==> config.mk <==
export PLATFORM = sky130hd
export DESIGN_NAME = reg_file_sb
export DESIGN_NICKNAME = d
export VERILOG_FILES = /design/src/rtl/reg_file_sb_pkg.sv /design/src/rtl/reg_scoreboard.sv /design/src/rtl/reg_file_sb.sv
export SDC_FILE = /design/constraint.sdc
export NUM_CORES = 2
export LEC_CHECK = 0
export ABC_AREA = 1
export CAP_MARGIN = 20
export CORE_MARGIN = 3
export CORE_UTILIZATION = 35
export DETAILED_ROUTE_END_ITERATION = 10
export PLACE_DENSITY = 0.53
export SYNTH_ARGS = -nofsm -noshare
export SYNTH_HDL_FRONTEND = slang
export SYNTH_SLANG_ARGS = --single-unit
==> constraint.sdc <==
create_clock -name clk -period 6.3 [get_ports clk]
set_input_delay 0.63 -clock clk [delete_from_list [all_inputs] [get_ports clk]]
set_output_delay 0.63 -clock clk [all_outputs]
set_load 0.05 [all_outputs]
==> src/rtl/reg_file_sb_pkg.sv <==
// Shared widths, types and hazard helper for the scoreboarded register file.
package reg_file_sb_pkg;

    localparam int REG_ADDR_BUS = 5;
    localparam int DATA_BUS     = 32;
    localparam int REG_COUNT    = 1 << REG_ADDR_BUS;

    typedef logic [REG_ADDR_BUS-1:0] reg_addr_t;
    typedef logic [DATA_BUS-1:0]     data_t;
    typedef logic [1:0]              pend_cnt_t;

    localparam reg_addr_t REG_31   = reg_addr_t'(REG_COUNT - 1);
    localparam pend_cnt_t PEND_MAX = '1;

    // A read must wait unless the only outstanding write lands this very cycle.
    function automatic logic read_hazard(input pend_cnt_t cnt, input logic wb_hit);
        return (cnt >= pend_cnt_t'(2)) || ((cnt == pend_cnt_t'(1)) && !wb_hit);
    endfunction

endpackage

==> src/rtl/reg_scoreboard.sv <==
// Per-register pending-write counters and the RAW / scoreboard-full stall decision.
module reg_scoreboard
    import reg_file_sb_pkg::*;
(
    input  logic      clk,
    input  logic      rst,
    input  logic      id_valid,
    input  logic      read_en_1,
    input  reg_addr_t read_addr_1,
    input  logic      read_en_2,
    input  reg_addr_t read_addr_2,
    input  logic      issue_en,
    input  reg_addr_t issue_addr,
    input  logic      wb_en,
    input  reg_addr_t wb_addr,
    output logic      stall_req
);

    pend_cnt_t cnt_q [REG_COUNT];
    pend_cnt_t cnt_d [REG_COUNT];

    logic haz_1;
    logic haz_2;
    logic full;
    logic accept;

    always_comb begin
        haz_1 = id_valid && read_en_1 && (read_addr_1 != '0) &&
                read_hazard(cnt_q[read_addr_1], wb_en && (wb_addr == read_addr_1));
        haz_2 = id_valid && read_en_2 && (read_addr_2 != '0) &&
                read_hazard(cnt_q[read_addr_2], wb_en && (wb_addr == read_addr_2));
        full  = id_valid && issue_en && (cnt_q[issue_addr] == PEND_MAX) &&
                !(wb_en && (wb_addr == issue_addr));
        stall_req = !rst && (haz_1 || haz_2 || full);
        accept    = id_valid && issue_en && !stall_req && (issue_addr != '0);
    end

    // A writeback to an idle counter is stale (e.g. in flight across a reset) and is not counted.
    always_comb begin
        // NOTE: every always_comb output gets a default first so no path infers a latch.
        cnt_d = cnt_q;
        for (int r = 1; r <= int'(REG_31); r++) begin
            if ((accept && (issue_addr == reg_addr_t'(r))) &&
                !(wb_en && (wb_addr == reg_addr_t'(r)) && (cnt_q[r] != '0))) begin
                cnt_d[r] = cnt_q[r] + pend_cnt_t'(1);
            end else if (!(accept && (issue_addr == reg_addr_t'(r))) &&
                         (wb_en && (wb_addr == reg_addr_t'(r)) && (cnt_q[r] != '0))) begin
                cnt_d[r] = cnt_q[r] - pend_cnt_t'(1);
            end
        end
        cnt_d[0] = '0;
    end

    // NOTE: sequential state uses non-blocking assignments only, so all flops sample the same pre-edge values.
    always_ff @(posedge clk) begin
        if (rst) begin
            for (int r = 0; r < REG_COUNT; r++) begin
                cnt_q[r] <= '0;
            end
        end else begin
            cnt_q <= cnt_d;
        end
    end

endmodule

==> src/rtl/reg_file_sb.sv <==
// 32x32 register file with write-through bypass and a pending-write scoreboard.
module reg_file_sb
    import reg_file_sb_pkg::*;
(
    input  logic                    clk,
    input  logic                    rst,
    input  logic                    read_en_1,
    input  logic [REG_ADDR_BUS-1:0] read_addr_1,
    input  logic                    read_en_2,
    input  logic [REG_ADDR_BUS-1:0] read_addr_2,
    output logic [DATA_BUS-1:0]     read_data_1,
    output logic [DATA_BUS-1:0]     read_data_2,
    input  logic                    issue_en,
    input  logic [REG_ADDR_BUS-1:0] issue_addr,
    input  logic                    id_valid,
    input  logic                    wb_en,
    input  logic [REG_ADDR_BUS-1:0] wb_addr,
    input  logic [DATA_BUS-1:0]     wb_data,
    output logic                    stall_req
);

    data_t regs_q [REG_COUNT];

    function automatic data_t read_port(input logic en, input reg_addr_t addr, input data_t stored,
                                        input logic gate, input logic wbe, input reg_addr_t wba,
                                        input data_t wbd);
        if (gate || !en || (addr == '0)) return '0;
        if (wbe && (wba == addr))        return wbd;
        return stored;
    endfunction

    // Reset and bubbles both present zero operands; reset also suppresses the bypass.
    always_comb begin
        read_data_1 = read_port(read_en_1, read_addr_1, regs_q[read_addr_1],
                                rst || !id_valid, wb_en, wb_addr, wb_data);
        read_data_2 = read_port(read_en_2, read_addr_2, regs_q[read_addr_2],
                                rst || !id_valid, wb_en, wb_addr, wb_data);
    end

    // NOTE: the storage array is reset explicitly because reset must make every register read as zero.
    always_ff @(posedge clk) begin
        if (rst) begin
            for (int r = 0; r < REG_COUNT; r++) begin
                regs_q[r] <= '0;
            end
        end else if (wb_en && (wb_addr != '0)) begin
            regs_q[wb_addr] <= wb_data;
        end
    end

    reg_scoreboard u_scoreboard (
        .clk         (clk),
        .rst         (rst),
        .id_valid    (id_valid),
        .read_en_1   (read_en_1),
        .read_addr_1 (read_addr_1),
        .read_en_2   (read_en_2),
        .read_addr_2 (read_addr_2),
        .issue_en    (issue_en),
        .issue_addr  (issue_addr),
        .wb_en       (wb_en),
        .wb_addr     (wb_addr),
        .stall_req   (stall_req)
    );

endmodule

# Word-level counts from Yosys, hierarchy flattened
# Memory sizes are Yosys's and may differ from the RTL's.
# Index checks and enable logic that the tools add are counted.
[word_totals] reg_bits=62 inputBits=59 elab_cells=584 mem_count=1 mem_bits_rw=1024 out_inout_bits=65
[op_classes] n_eq_ne=68 mux=93 magnitude_cmp=5 bitwise_logic=3 n_addsub=62 reduce_logical=321
[memory_table] name="regs_q" words=32 word_bits=32 read_ports=2 rd_ports_with_merged_regs=0 write_ports=32 line="reg_file_sb.sv:22" text="data_t regs_q [REG_COUNT];"
[op_table] cell="two-way mux 32 bit" n=9
[op_table] cell="logical AND 1 bit" n=173
[op_table] cell="equality test 5 bit (second input constant)" n=32
[op_table] cell="two-way mux 2 bit" n=68
[op_table] cell="nonzero test 2 bit" n=62
[op_table] cell="equality test 5 x 4 -> 1 bit (second input constant)" n=16
[op_table] cell="logical NOT 1 bit" n=70
[op_table] cell="adder 2 x 1 -> 2 bit (second input constant)" n=31
[op_table] cell="subtractor 2 x 1 -> 2 bit (second input constant)" n=31
[op_table] cell="equality test 5 x 3 -> 1 bit (second input constant)" n=8
[op_table] cell="OR reduction 32 bit" n=1
[op_table] cell="binary-select mux 2 bit (select 5 bit)" n=3
[op_table] cell="equality test 5 x 2 -> 1 bit (second input constant)" n=4
[op_table] cell="nonzero test 5 bit" n=4
[op_table] cell=">= comparator 6 bit (second input constant)" n=3
[op_table] cell="inverter 5 -> 6 bit" n=3
[op_table] cell="equality test 5 bit" n=3
[op_table] cell="two-way mux 1 bit" n=12
[op_table] cell="equality test 5 x 1 -> 1 bit (second input constant)" n=2
[op_table] cell="logical NOT 5 bit" n=2
[op_table] cell="logical OR 1 bit" n=9
[op_table] cell="two-way mux 5 bit" n=1
[op_table] cell="equality test 2 x 1 -> 1 bit (second input constant)" n=2
[op_table] cell=">= comparator 2 bit (second input constant)" n=2
[op_table] cell="equality test 2 bit (second input constant)" n=1

# Longest topological paths before layout
[logic_depth] depth_word=19 ltp_mapped=21 mapped_depth_nobuf=19

# By module
# From an unflattened synthesis, not the netlist that was laid out.
[unflattened] cells_unflattened=9047 hier_area_um2=65321.4
[modules_own_cells] module="reg_file_sb" n_inst=1 area_each_um2=59408.2 seq_area_each_um2=30749.5 cells_each=8045
[modules_own_cells] module="reg_scoreboard" n_inst=1 area_each_um2=5913.2 seq_area_each_um2=1241.2 cells_each=1002

# Worst setup path before layout
# Ideal clock, no wire load.
[synth_timing] path_kind="input-to-output" startpoint="in read_addr_2[0]" endpoint="out read_data_2[16]" t_required_ns=5.670 arrival_time_ns=2.640 path_buffers=4 path_slack_ns=3.030 stages=11 cell_sequence="buf_4 inv_2 buf_2 buf_2 clkbuf_1 nor2_1 o221ai_1 nand3_1 nand3_1 nand2_1 a21oi_1"
[synth_via] elab_chain_cells=6 elab_cells_between_ends=11 cone_classes="eq/ne: 1; mux: 6; reduce/logical: 3; memory: 1"
[synth_lines] item="start: declaration" line="reg_file_sb.sv:10" text="input logic [REG_ADDR_BUS-1:0] read_addr_2,"
[synth_lines] item="branches (longest 5 deep; another with memory (32 x 32 bit))"
[synth_lines] item="two-way mux 32 bit (*)" line="reg_file_sb.sv:28" text="if (wbe && (wba == addr)) return wbd;"
[synth_lines] item="end: declaration" line="reg_file_sb.sv:12" text="output logic [DATA_BUS-1:0] read_data_2,"
# Every way passes the cells marked *. The select of a mux whose other input is x is not followed.

# Worst setup path after layout
[layout_timing] startpoint="in read_addr_2[1]" endpoint="out read_data_2[17]"
# Same word-level chain as after synthesis.

==> Flow_metrics.wiki <==
{| class="wikitable"
! Metric !! Value
|-
| Clock tree from TritonCTS || done
|-
| Number of vias in the routed layout || between 50k and 60k
|-
| GR Overflow Total || 0
|-
| Leakage Power || 0.0242 uW
|-
| Setup violators final || 0
|-
| Max-cap check violation count || 0
|-
| CTS Hold Bufs || 0
|-
| Area share of the largest cell type after synthesis || around half
|-
| Worst slew margin relative to its limit || 23.1%
|-
| Most common cell after layout, fill and taps aside || sky130_fd_sc_hd__nor2_1
|-
| Clock transition at the register clock pins on the worst setup and hold paths after CTS || 60 ps
|-
| Main combinational cell family by area after synthesis || compound AO/OA/AOI/OAI gates
|-
| Power density normalized to cell area || 270 mW/mm^2
|-
| Worst EP required || 5670 ps
|-
| Number of max-slew violations in the final report || 0
|-
| Most used cells in the layout excluding fill and tap cells || sky130_fd_sc_hd__nor2_1, sky130_fd_sc_hd__edfxtp_1, sky130_fd_sc_hd__o21ai_0
|-
| Antenna violation net count after detailed routing || 0
|-
| Minimum period implied by the final worst setup slack || 5150 ps
|-
| Worst Hold End || u_scoreboard.cnt_q[17]
|-
| Worst setup skew after layout || approximately 26 ps
|-
| Count of port buffers added during placement || between 100 and 150
|-
| Worst slack, placed || 1440 ps
|-
| Unrepaired setup endpoints after global routing || false
|-
| Compound-cell area share of the yosys netlist || about a fifth
|-
| Tcrit/Tclk final || 81.7%
|-
| Die H || ~420 um
|-
| Worst vdd rail ir drop || 0.238 mV
|-
| Router iterations before antenna repair || 6
|-
| Number of different library cells in the post-synthesis netlist || 42
|-
| Register area share after synthesis || 53.8%
|-
| CTS Root Buffer Type || sky130_fd_sc_hd__clkbuf_16
|-
| Rows || 150
|-
| Ys Warns || 0
|-
| Clock Tree Buf Depth || 3
|-
| R2r worst-path depth || 18
|-
| # DRC || 0
|-
| Final worst-path setup slack || 1150 ps
|-
| Die Area || 0.175 mm^2
|-
| Critical Setup Path Class || primary input to output port
|-
| Starting density of the core || 35.4%
|-
| Crit Path Max Fanout || 63
|-
| Total number of H-tree levels || 3
|-
| Via-per-instance ratio || 6.31
|-
| I/O pin total || 124
|-
| R2R setup slack || 2640 ps
|-
| Wire length of the first global-routing pass || slightly below 400 mm
|-
| Synthesized area per cell || 8.67 um^2
|-
| Final layout net count || 6777
|-
| Min-delay src || u_scoreboard.cnt_q[17]
|-
| Worst Tran Pin Value || 1150 ps
|-
| Layout cell share with drive strength beyond 1 || 7.93%
|-
| Number of cells upsized or downsized after cts || 0
|-
| Number of buffers inserted by post-CTS setup repair || 0
|-
| Via count of the first global-routing pass || 53.6k
|-
| Post-Synth Simple-Gate Area || approximately 17%
|-
| FF-to-FF End || u_scoreboard.cnt_q[55]
|-
| Worst hold-check path type || register to register
|-
| Clock buffers created by TritonCTS || 120
|-
| Final hold violation count || 0
|-
| Cells on Worst Hold Path || 2
|-
| Synth Cell Area || 0.0594 mm^2
|-
| Startpoint of the worst-slack reg-to-reg timing path || u_scoreboard.cnt_q[26]
|-
| Clock Sink Count || between 1k and 1.5k
|-
| Register bit total from synthesis || 1086
|-
| Post-synthesis adder-cell area fraction || 0.653%
|-
| End-of-flow core utilization || 39.7%
|-
| Proportion of synthesized area in mux cells || 0%
|-
| Horizontal die dimension || roughly 420 um
|-
| Mean routed wirelength per cell || 31.4 um
|-
| DRC violation total after the first TritonRoute iteration || 9321
|-
| Synthesized instance count || 6852
|-
| DRT Wirelength || roughly 280 mm
|-
| Arrival time of data at the critical path endpoint || 4520 ps
|-
| GP Congestion || about 0.94
|-
| Total routing usage reported by global routing || 31.2%
|-
| Largest net degree at the start of global routing || 157
|-
| Post-synthesis xor/xnor area fraction || 0.0147%
|-
| Top area cells in the synthesized netlist || sky130_fd_sc_hd__edfxtp_1, sky130_fd_sc_hd__nor2_1, sky130_fd_sc_hd__o21ai_0
|-
| Type of element capturing the critical path || output port
|-
| Library cell occupying the most area in the post-synthesis netlist || sky130_fd_sc_hd__edfxtp_1
|-
| Startpoint class of the critical path || primary input
|-
| Initial antenna violation count || 4
|-
| Clk Latency, worst-skew pair || around 780 ps
|-
| HPWL after detailed placement || 165 mm
|-
| Result of the run || complete, no violations
|-
| Post-Route Setup TNS || 0 ps
|-
| Maximum operating frequency || 0.194 GHz
|-
| Placeable Area || around 0.17 mm^2
|-
| Relative area change from synthesis to final layout || 12.1%
|-
| Smallest hold slack || approximately 530 ps
|}
[critical path: stages]
cell	delay, ps
sky130_fd_sc_hd__buf_6	600
sky130_fd_sc_hd__nor2_1	210
sky130_fd_sc_hd__inv_4	650
sky130_fd_sc_hd__buf_4	480
sky130_fd_sc_hd__o21ai_0	140
sky130_fd_sc_hd__a21oi_1	130
sky130_fd_sc_hd__o21ai_0	150
sky130_fd_sc_hd__nand3_1	120
sky130_fd_sc_hd__nand2_1	300
sky130_fd_sc_hd__a21oi_1	230
sky130_fd_sc_hd__clkdlybuf4s50_1	820
[worst max-delay path by stage]
stage / start / endpoint / slack (ps) / cells past startpoint
2_1_floorplan: read_addr_2[0] / read_data_2[16] / 3030 / 11
3_3_place_gp: read_addr_2[1] / read_data_2[17] / 1470 / 11
3_5_place_dp: read_addr_2[1] / read_data_2[17] / 1440 / 11
4_1_cts: read_addr_2[1] / read_data_2[17] / 1450 / 11
5_1_grt: read_addr_2[1] / read_data_2[17] / 1170 / 11
6_report: read_addr_2[1] / read_data_2[17] / 1150 / 11
[report_power, final]
part	switching, uW	internal (uW)	leakage, uW	total, uW
registers	183	8270	0.0102	8450
logic	1940	593	0.0121	2530
clock network	3140	3890	0.00184	7030
total	5260	12800	0.0242	18000
[synthesized netlist by cell type]
cell / instances
sky130_fd_sc_hd__o211ai_1: 244
sky130_fd_sc_hd__edfxtp_1: 1024
sky130_fd_sc_hd__a21oi_1: 619
sky130_fd_sc_hd__a211oi_1: 4
sky130_fd_sc_hd__o211ai_2: 1
sky130_fd_sc_hd__o21a_1: 14
sky130_fd_sc_hd__a22oi_1: 114
sky130_fd_sc_hd__o31ai_1: 1
sky130_fd_sc_hd__clkinv_1: 2
sky130_fd_sc_hd__xor2_1: 1
sky130_fd_sc_hd__nor2_1: 1485
sky130_fd_sc_hd__o21ai_0: 821
sky130_fd_sc_hd__clkbuf_1: 352
sky130_fd_sc_hd__buf_6: 11
sky130_fd_sc_hd__o311ai_0: 5
sky130_fd_sc_hd__inv_1: 354
sky130_fd_sc_hd__dfxtp_1: 62
sky130_fd_sc_hd__conb_1: 1
sky130_fd_sc_hd__a221oi_1: 42
sky130_fd_sc_hd__nand2_1: 745
sky130_fd_sc_hd__a31oi_1: 1
sky130_fd_sc_hd__nand3_1: 307
sky130_fd_sc_hd__nor3_1: 15
sky130_fd_sc_hd__buf_1: 48
sky130_fd_sc_hd__o22ai_1: 24
sky130_fd_sc_hd__nand4_4: 1
sky130_fd_sc_hd__o2111ai_1: 24
sky130_fd_sc_hd__o221ai_1: 145
sky130_fd_sc_hd__nand2_2: 3
sky130_fd_sc_hd__a21boi_0: 3
sky130_fd_sc_hd__nor2_4: 2
sky130_fd_sc_hd__inv_2: 11
sky130_fd_sc_hd__o21ai_1: 64
sky130_fd_sc_hd__buf_8: 2
sky130_fd_sc_hd__buf_2: 218
sky130_fd_sc_hd__nand4_1: 9
sky130_fd_sc_hd__o311ai_2: 1
sky130_fd_sc_hd__nor4_1: 2
sky130_fd_sc_hd__nor2_8: 1
sky130_fd_sc_hd__buf_4: 18
sky130_fd_sc_hd__nor3_2: 20
sky130_fd_sc_hd__ha_1: 31
[per-stage QoR]
step | cells | instance area (um^2) | total power [uW]
2_1_floorplan | 6883 | 59600 | 9880
3_3_place_gp | 8765 | 62700 | 11000
3_5_place_dp | 8768 | 62800 | 11000
4_1_cts | 8991 | 66600 | 17900
5_1_grt | 8993 | 66600 | 18400
6_report | 8998 | 66600 | 18000
[kinds of logic (layout without fill, tap and decap cells)]
| family | Yosys count | in the layout |
|---|---|---|
| simple gates | 2590 | 2590 |
| flops | 1086 | 1086 |
| fa+ha+maj | 31 | 31 |
| compound gates | 2127 | 2127 |
| xor+xnor | 1 | 1 |
| other cells | 1 | 38 |
| buf+inv | 1016 | 921 |
[area by class of cell]
cell class                 instances  area [um^2]
antenna                            6         15.0
clock buffer                     151         3140
clock inverter                    72          654
fill                           16600       101000
inverter                         367         1410
multi-input combinational       4781        23500
sequential                      1086        32000
tap                             2204         2760
timing repair buffer             331         3160
[metal layers]
layer	vias up	wire length [um]	part of all wire, %	global-route usage (%)
li1	23800	-	-	-
met1	27600	105000	37	41.0
met2	4548	122000	43	46.6
met3	860	35900	13	6.95
met4	2	19900	7.1	19.1
met5	-	11	0.0039	0
[flip-flops by register name (all words and copies together) (netlist names)]
name and cells:
regs_q 1024, u_scoreboard.cnt_q 62
Note: power is estimated with default switching activity, not from simulation.
